==> config.mk <==
export PLATFORM = sky130hd
export DESIGN_NAME = oam_dma_master
export DESIGN_NICKNAME = d
export VERILOG_FILES = /design/src/rtl/dma_pkg.sv /design/src/rtl/oam_dma_master.sv
export SDC_FILE = /design/constraint.sdc
export NUM_CORES = 1
export LEC_CHECK = 0
export ABC_AREA = 1
export CAP_MARGIN = 20
export CORE_MARGIN = 5
export CORE_UTILIZATION = 60
export DETAILED_ROUTE_END_ITERATION = 10
export DONT_BUFFER_PORTS = 1
export GPL_ROUTABILITY_DRIVEN = 0
export PLACE_DENSITY = 0.79
export SLEW_MARGIN = 0
export SYNTH_ARGS = -nofsm -noshare
export SYNTH_HDL_FRONTEND = slang
export SYNTH_SLANG_ARGS = --single-unit
==> constraint.sdc <==
create_clock -name clk -period 1.7 [get_ports clk]
set_input_delay 0.17 -clock clk [delete_from_list [all_inputs] [get_ports clk]]
set_output_delay 0.17 -clock clk [all_outputs]
set_load 0.005 [all_outputs]
==> src/rtl/dma_pkg.sv <==
// Shared types and constants for the NES sprite (OAM) DMA engine.
package dma_pkg;

    typedef enum logic [2:0] {
        IDLE  = 3'd0,
        HALT  = 3'd1,
        ALIGN = 3'd2,
        GET   = 3'd3,
        PUT   = 3'd4
    } dma_state_e;

    localparam logic [15:0] OAM_DMA_REG  = 16'h4014;
    localparam logic [15:0] OAM_DATA_REG = 16'h2004;
    localparam int          DMA_LEN      = 256;

endpackage

==> src/rtl/oam_dma_master.sv <==
// OAM DMA bus initiator: snoops a CPU write to $4014, stalls the CPU and
// copies page $XX00..$XXFF to $2004 using alternating get/put cycles.
module oam_dma_master
    import dma_pkg::*;
#(
    parameter logic [15:0] DMA_REG_ADDR  = OAM_DMA_REG,
    parameter logic [15:0] OAM_DATA_ADDR = OAM_DATA_REG
) (
    input  logic        clk,
    input  logic        b_rst,
    input  logic [15:0] cpu_addr,
    input  logic [7:0]  cpu_wdata,
    input  logic        cpu_we,
    input  logic [7:0]  mem_rdata,
    output logic        cpu_rdy,
    output logic        dma_active,
    output logic [15:0] dma_addr,
    output logic [7:0]  dma_wdata,
    output logic        dma_we,
    output logic        dma_busy
);

    dma_state_e  state_q, state_d;
    logic        parity_q;
    logic [7:0]  page_q, page_d;
    logic [7:0]  idx_q, idx_d;
    logic [7:0]  data_q, data_d;
    logic        trigger;
    logic        last_byte;

    assign trigger   = cpu_we && (cpu_addr == DMA_REG_ADDR);
    assign last_byte = (idx_q == 8'(DMA_LEN - 1));

    always_ff @(posedge clk) begin
        if (!b_rst) begin
            state_q  <= IDLE;
            parity_q <= 1'b0;
            page_q   <= 8'h00;
            idx_q    <= 8'h00;
            data_q   <= 8'h00;
        end else begin
            state_q  <= state_d;
            parity_q <= ~parity_q;
            page_q   <= page_d;
            idx_q    <= idx_d;
            data_q   <= data_d;
        end
    end

    always_comb begin
        state_d   = state_q;
        page_d    = page_q;
        idx_d     = idx_q;
        data_d    = data_q;
        dma_addr  = 16'h0000;
        dma_wdata = 8'h00;
        dma_we    = 1'b0;
        case (state_q)
            IDLE: begin
                if (trigger) begin
                    page_d  = cpu_wdata;
                    idx_d   = 8'h00;
                    state_d = HALT;
                end
            end
            // An odd cycle here means the first get would land on a put slot.
            HALT:  state_d = parity_q ? ALIGN : GET;
            ALIGN: state_d = GET;
            GET: begin
                dma_addr = {page_q, idx_q};
                data_d   = mem_rdata;
                state_d  = PUT;
            end
            PUT: begin
                dma_addr  = OAM_DATA_ADDR;
                dma_wdata = data_q;
                dma_we    = 1'b1;
                if (last_byte) begin
                    state_d = IDLE;
                end else begin
                    idx_d   = idx_q + 8'h01;
                    state_d = GET;
                end
            end
            default: state_d = IDLE;
        endcase
    end

    assign dma_busy   = (state_q != IDLE);
    assign dma_active = dma_busy;
    assign cpu_rdy    = ~dma_busy;

endmodule

Yosys cells after proc, flatten, opt, wreduce, memory -nomap -nowiden:

Cells that the tools add are included.

* latch bits: 0
* memories: 0
* memory bits (writable): 0
* output and inout bits: 28
* input port bits: 35
* bits in registers: 28
* bits in read-only memories: 0
* logic and storage cells: 32

* shift operators: 0
* multipliers: 0
* $add $sub $neg: 1
* $lt $le $gt $ge: 0
* equality and inequality tests: 8
* bitwise operators: 2
* mux-type cells: 10
* divide/modulo/power cells: 0
* reduce and logical (&&, ||, !) cells: 6

Operators with widths (number)
* one-hot mux 16 bit (2 select lines): 1
* 2-to-1 mux 8 bit: 3
* equality test 16 x 15 -> 1 bit (second input constant): 1
* one-hot mux 8 bit (2 select lines): 1
* one-hot mux 3 bit (5 select lines): 1
* adder 8 x 1 -> 8 bit (second input constant): 1
* equality test 8 bit (second input constant): 1
* equality test 3 x 2 -> 1 bit (second input constant): 2
* inequality test 2 bit (second input constant): 2
* equality test 3 x 1 -> 1 bit (second input constant): 1
* equality test 3 bit (second input constant): 1
* logical NOT 3 bit: 1
* 2-to-1 mux 3 bit: 1
* AND reduction 3 bit: 1
* nonzero test 3 bit: 1
* 2-to-1 mux 1 bit: 2
* 2-to-1 mux 2 bit: 1
* NOT 1 bit: 2
* AND reduction 2 bit: 1
* nonzero test 2 bit: 1
* logical AND 1 bit: 1

Depth between registers and ports, before layout:

* depth after elaboration: 4
* gate-level depth with buffers: 10
* gate-level depth less buffers: 10

Worst setup path before layout:

No wires, ideal clock.

* path type: reg-to-reg
* from: reg idx_q[0]
* to: reg idx_q[7]
* data arrival time: 1.175 ns
* stages on the path, launching flop included: 8
* clock period less this slack: 1.287 ns
* required time: 1.587 ns
* buffers on the path: 0
* setup time: 0.113 ns
* setup slack: 0.413 ns
* cells stage by stage: dfxtp_1 ha_1 nand2_1 nor2_1 a31oi_1 nand2_2 nor2_1 nor2_1

* word-level cells in the longest chain between the ends: 3
* elaborated cells on any way between the ends: 6
* those cells by class: 1 x add/sub; 2 x eq/ne; 2 x mux; 1 x reduce/logical

RTL lines
* start: declaration: RTL line oam_dma_master.sv:26 `logic [7:0] idx_q, idx_d;`
* start signal: assignment: RTL line oam_dma_master.sv:45 `idx_q <= idx_d;`
* adder 8 x 1 -> 8 bit or equality test 8 bit (tied branches): RTL line oam_dma_master.sv:81, oam_dma_master.sv:32
* 2-to-1 mux 8 bit or inequality test 2 bit (tied branches)
* one-hot mux 8 bit (2 select lines) or AND reduction 3 bit (tied branches)

Parallel ways exist; a longest one is shown, timed or not. The select of a mux whose other input is x is not followed.
A chain may end at the register's enable or synchronous reset.

Worst setup path in the final report:

* from: reg state_q[0]
* to: out dma_addr[0]

* word-level cells in the longest chain between the ends: 2
* elaborated cells on any way between the ends: 3
* those cells by class: 2 x eq/ne; 1 x mux

RTL lines
* start: declaration: RTL line oam_dma_master.sv:23 `dma_state_e state_q, state_d;`
* start signal: assignment: RTL line oam_dma_master.sv:42 `state_q <= state_d;`
* equality test 3 bit or equality test 3 x 2 -> 1 bit (tied branches): RTL line oam_dma_master.sv:58 `case (state_q)`
* one-hot mux 16 bit (2 select lines) (*): RTL line oam_dma_master.sv:58
* end: declaration: RTL line oam_dma_master.sv:17 `output logic [15:0] dma_addr,`

Every way passes the cells marked *; elsewhere a longest branch is shown, timed or not.

==> run_results.csv <==
group,metric,value,unit
outcome,status,"complete, no violations",
placed_design,hpwl,2430,µm
worst_setup_path,max_stage_delay,0.38,ns
synth,synth_area_leaders,"dfxtp_1 (38%), nor2_1 (16%), nand2_1 (7.1%), inv_1 (6.6%), a21oi_1 (4.7%)",
synth,synth_top_area_share,37.9,%
sta,worstMarginPinSlew,0.709,ns
worst_setup_path,cp.arrival,1.40,ns
synth,synth_cells,220,
worst_setup_path,cp-end-kind,"output port",
cells_and_area,drive_gt1_share,12.8,%
routing,drc,0,
worst_setup_path,crit_chain,"nand2_1 -> nor2_2 -> inv_1 -> buf_6 -> nor2_1",
die,pin_count,63,
power,p_total,0.00120,W
sta,relSlewSlack,52.5,%
synth,yosysMostFrequentCell,"nor2_1",
synth,synth_area_leader_cell,"dfxtp_1",
cells_and_area,syn_to_final_growth,8.38,%
cts,cts.clk_slew.worst_paths,0.14,ns
routing,viasPerCell,5.39,
worst_setup_path,criticalPathCategory,"flip-flop to output port",
synth,syn_nets,256,
sta,tns,0,ns
cells_and_area,antennaDiodeCount,0,
global_routing,antenna_found_initial,0,
sta,finalSetupViolCount,0,
synth,synth_flop_cell,"dfxtp_1",
sta,period_share,92.5,%
global_routing,grt_pass1_vias,1314,
global_routing,grt_remaining_overflow,0,
worst_setup_path,worstReg2RegStart,"idx_q[0]$_SDFFE_PN0P_",
routing,ant_nets,0,
synth,synth_async_sr_flop_share,0,%
synth,avgSynthCellArea,6.72,µm²
worst_setup_path,slowest_stage,"dfxtp_2",
sta,finalClockSkew,0.00233,ns
worst_setup_path,crit_path_start_kind,"flip-flop",
cts,cts_sinks,28,
cts,cts_tree,"built",
worst_setup_path,ff2ff_setup_slack,0.18,ns
synth,synth_common_cells,"nor2_1 (62), dfxtp_1 (28), nand2_1 (28)",
routing,post_drt_wl_per_cell,12.8,µm
cts,htreeDepth,1,
cts,numCtsBuffers,3,
sta,fmax,0.636,GHz
die,die_area,3560,µm²
worst_setup_path,crit_required,1.53,ns
die,row_count,18,
power,power_density,749,nW/µm²
die,dieHeight,59.6,µm
die,core-area,2410,µm²
die,initial_core_util,61.3,%
routing,drt_iter0_markers,44,
hold_path,min_path_type,"input port to flip-flop",
cells_and_area,fin_nets,263,
routing,via_count,1381,
power,p_leak,0.576,nW
cells_and_area,n_fill_cell,207,
cts,clock-root-buffer,"clkbuf_4",
sta,period_needed,1.57,ns
cts,post-cts-setup-buffers,0,
global_routing,grt_pass1_wl,5500,µm
cts,clock_path_buffers,2,
cts,insertion_delay,0.32,ns
synth,synth-edff-count,0,
synth,syn_area,1480,µm²
power,ir_drop,0.000670,V
synth,yosysSeqAreaShare,37.9,%
placed_design,io_buffers,0,
worst_setup_path,timing.rr.end,"idx_q[0]$_SDFFE_PN0P_",
synth,ys_seq_elements,28,
sta,timing.final.max_slew_violations,0,
synth,synthDistinctLibCells,29,
routing,drtPass1Iterations,6,
worst_setup_path,setup.worst_path.start,"state_q[0]$_SDFFE_PN0P_",
worst_setup_path,cp-endpoint,"dma_addr[0]",
sta,rsz0062_at_grt,"false",
global_routing,grt_max_degree,29,
synth,ys_warn_count,0,
worst_setup_path,rr_worst_depth,8,
routing,totalWireLength,3290,µm
sta,hold_viol,0,
worst_setup_path,worstPathMaxFanout,28,
die,fp.dieW,59.6,µm
flow_run,drv_cap,0,
global_routing,grt_util_all_layers,20.0,%
-- sequential cells by signal, summed over array words and instances (netlist names) --
signal and count:
data_q 8, idx_q 8, state_q 3, parity_q 1
page_q 8
-- final cells by class --
type	count	area, µm²	area share (%)
clock buffer	4	36.3	2.27
inverter	30	113	7.03
multi-input combinational	154	753	47.0
sequential	28	563	35.2
tap	30	37.5	2.34
timing repair buffer	10	98.8	6.17
-- report_power, final --
group	switching (W)	internal (W)
clock	0.000184	0.000131
sequential	0.0000172	0.000682
combinational	0.000119	0.0000652
-- repair_timing --
action,CTS,global route
gates resized for setup,1,5
hold endpoints to repair,19,0
hold buffers,8,0
endpoints found under the setup margin,5,12
-- cell families after synthesis --
kind of cell | synth area share (%)
simple gates | 34.8
flops | 37.9
buf+inv | 11.6
compound gates | 14.2
xor+xnor | 0.593
fa+ha+maj | 0.847
-- routing by layer --
metal	up-vias	part of all wire [%]	GRT usage, %
met1	630	39	23.3
met4	0	2.1	8.54
li1	692	-	-
met5	-	0	0
met3	10	6.4	3.92
met2	49	52	35.3
-- metrics by stage --
stage / setup WS [ns] / utilization, % / cells / cell area (µm²) / hold WS [ns]
finish: 0.128 / 66.5 / 256 / 1600 / 0.0361
global route: 0.0225 / 66.5 / 256 / 1600 / 0.0181
CTS: 0.0366 / 66.0 / 256 / 1590 / 0.0185
detailed placement: 0.250 / 61.1 / 244 / 1470 / 0.285
global placement: 0.298 / 61.1 / 244 / 1470 / 0.282
floorplan: 0.413 / - / 220 / 1480 / 0.305
-- critical path, delay by kind of cell, from the launching register on --
kind | cells | cell delay (ns)
and+or+nand+nor | 3 | 0.40
DFF | 1 | 0.38
buffers and inverters | 2 | 0.30
-- placed cells by master (no fill, tap or decap), drive strengths merged, types with 2 or more instances in the layout --
master / synthesis / final
buf: 4 / 2
dlygate4sd3: 0 / 8
nand2: 31 / 31
dfxtp: 28 / 28
nor2: 65 / 65
o21ai: 20 / 20
nand4: 2 / 2
clkbuf: 4 / 4
inv: 29 / 29
nand3: 14 / 14
or2: 2 / 2
a21oi: 14 / 14
-- how the worst min path moves through the flow --
stage,startpoint,end,slack [ns],cells past startpoint
2_1_floorplan,cpu_wdata[0],page_q[0]$_SDFFE_PN0P_,0.30,2
3_3_place_gp,b_rst,page_q[0]$_SDFFE_PN0P_,0.28,2
3_5_place_dp,b_rst,page_q[4]$_SDFFE_PN0P_,0.29,2
4_1_cts,cpu_wdata[1],page_q[1]$_SDFFE_PN0P_,0.02,2
5_1_grt,mem_rdata[1],data_q[1]$_SDFFE_PN0N_,0.02,2
6_report,mem_rdata[5],data_q[5]$_SDFFE_PN0N_,0.04,2
(Power assumes the default switching activity.)
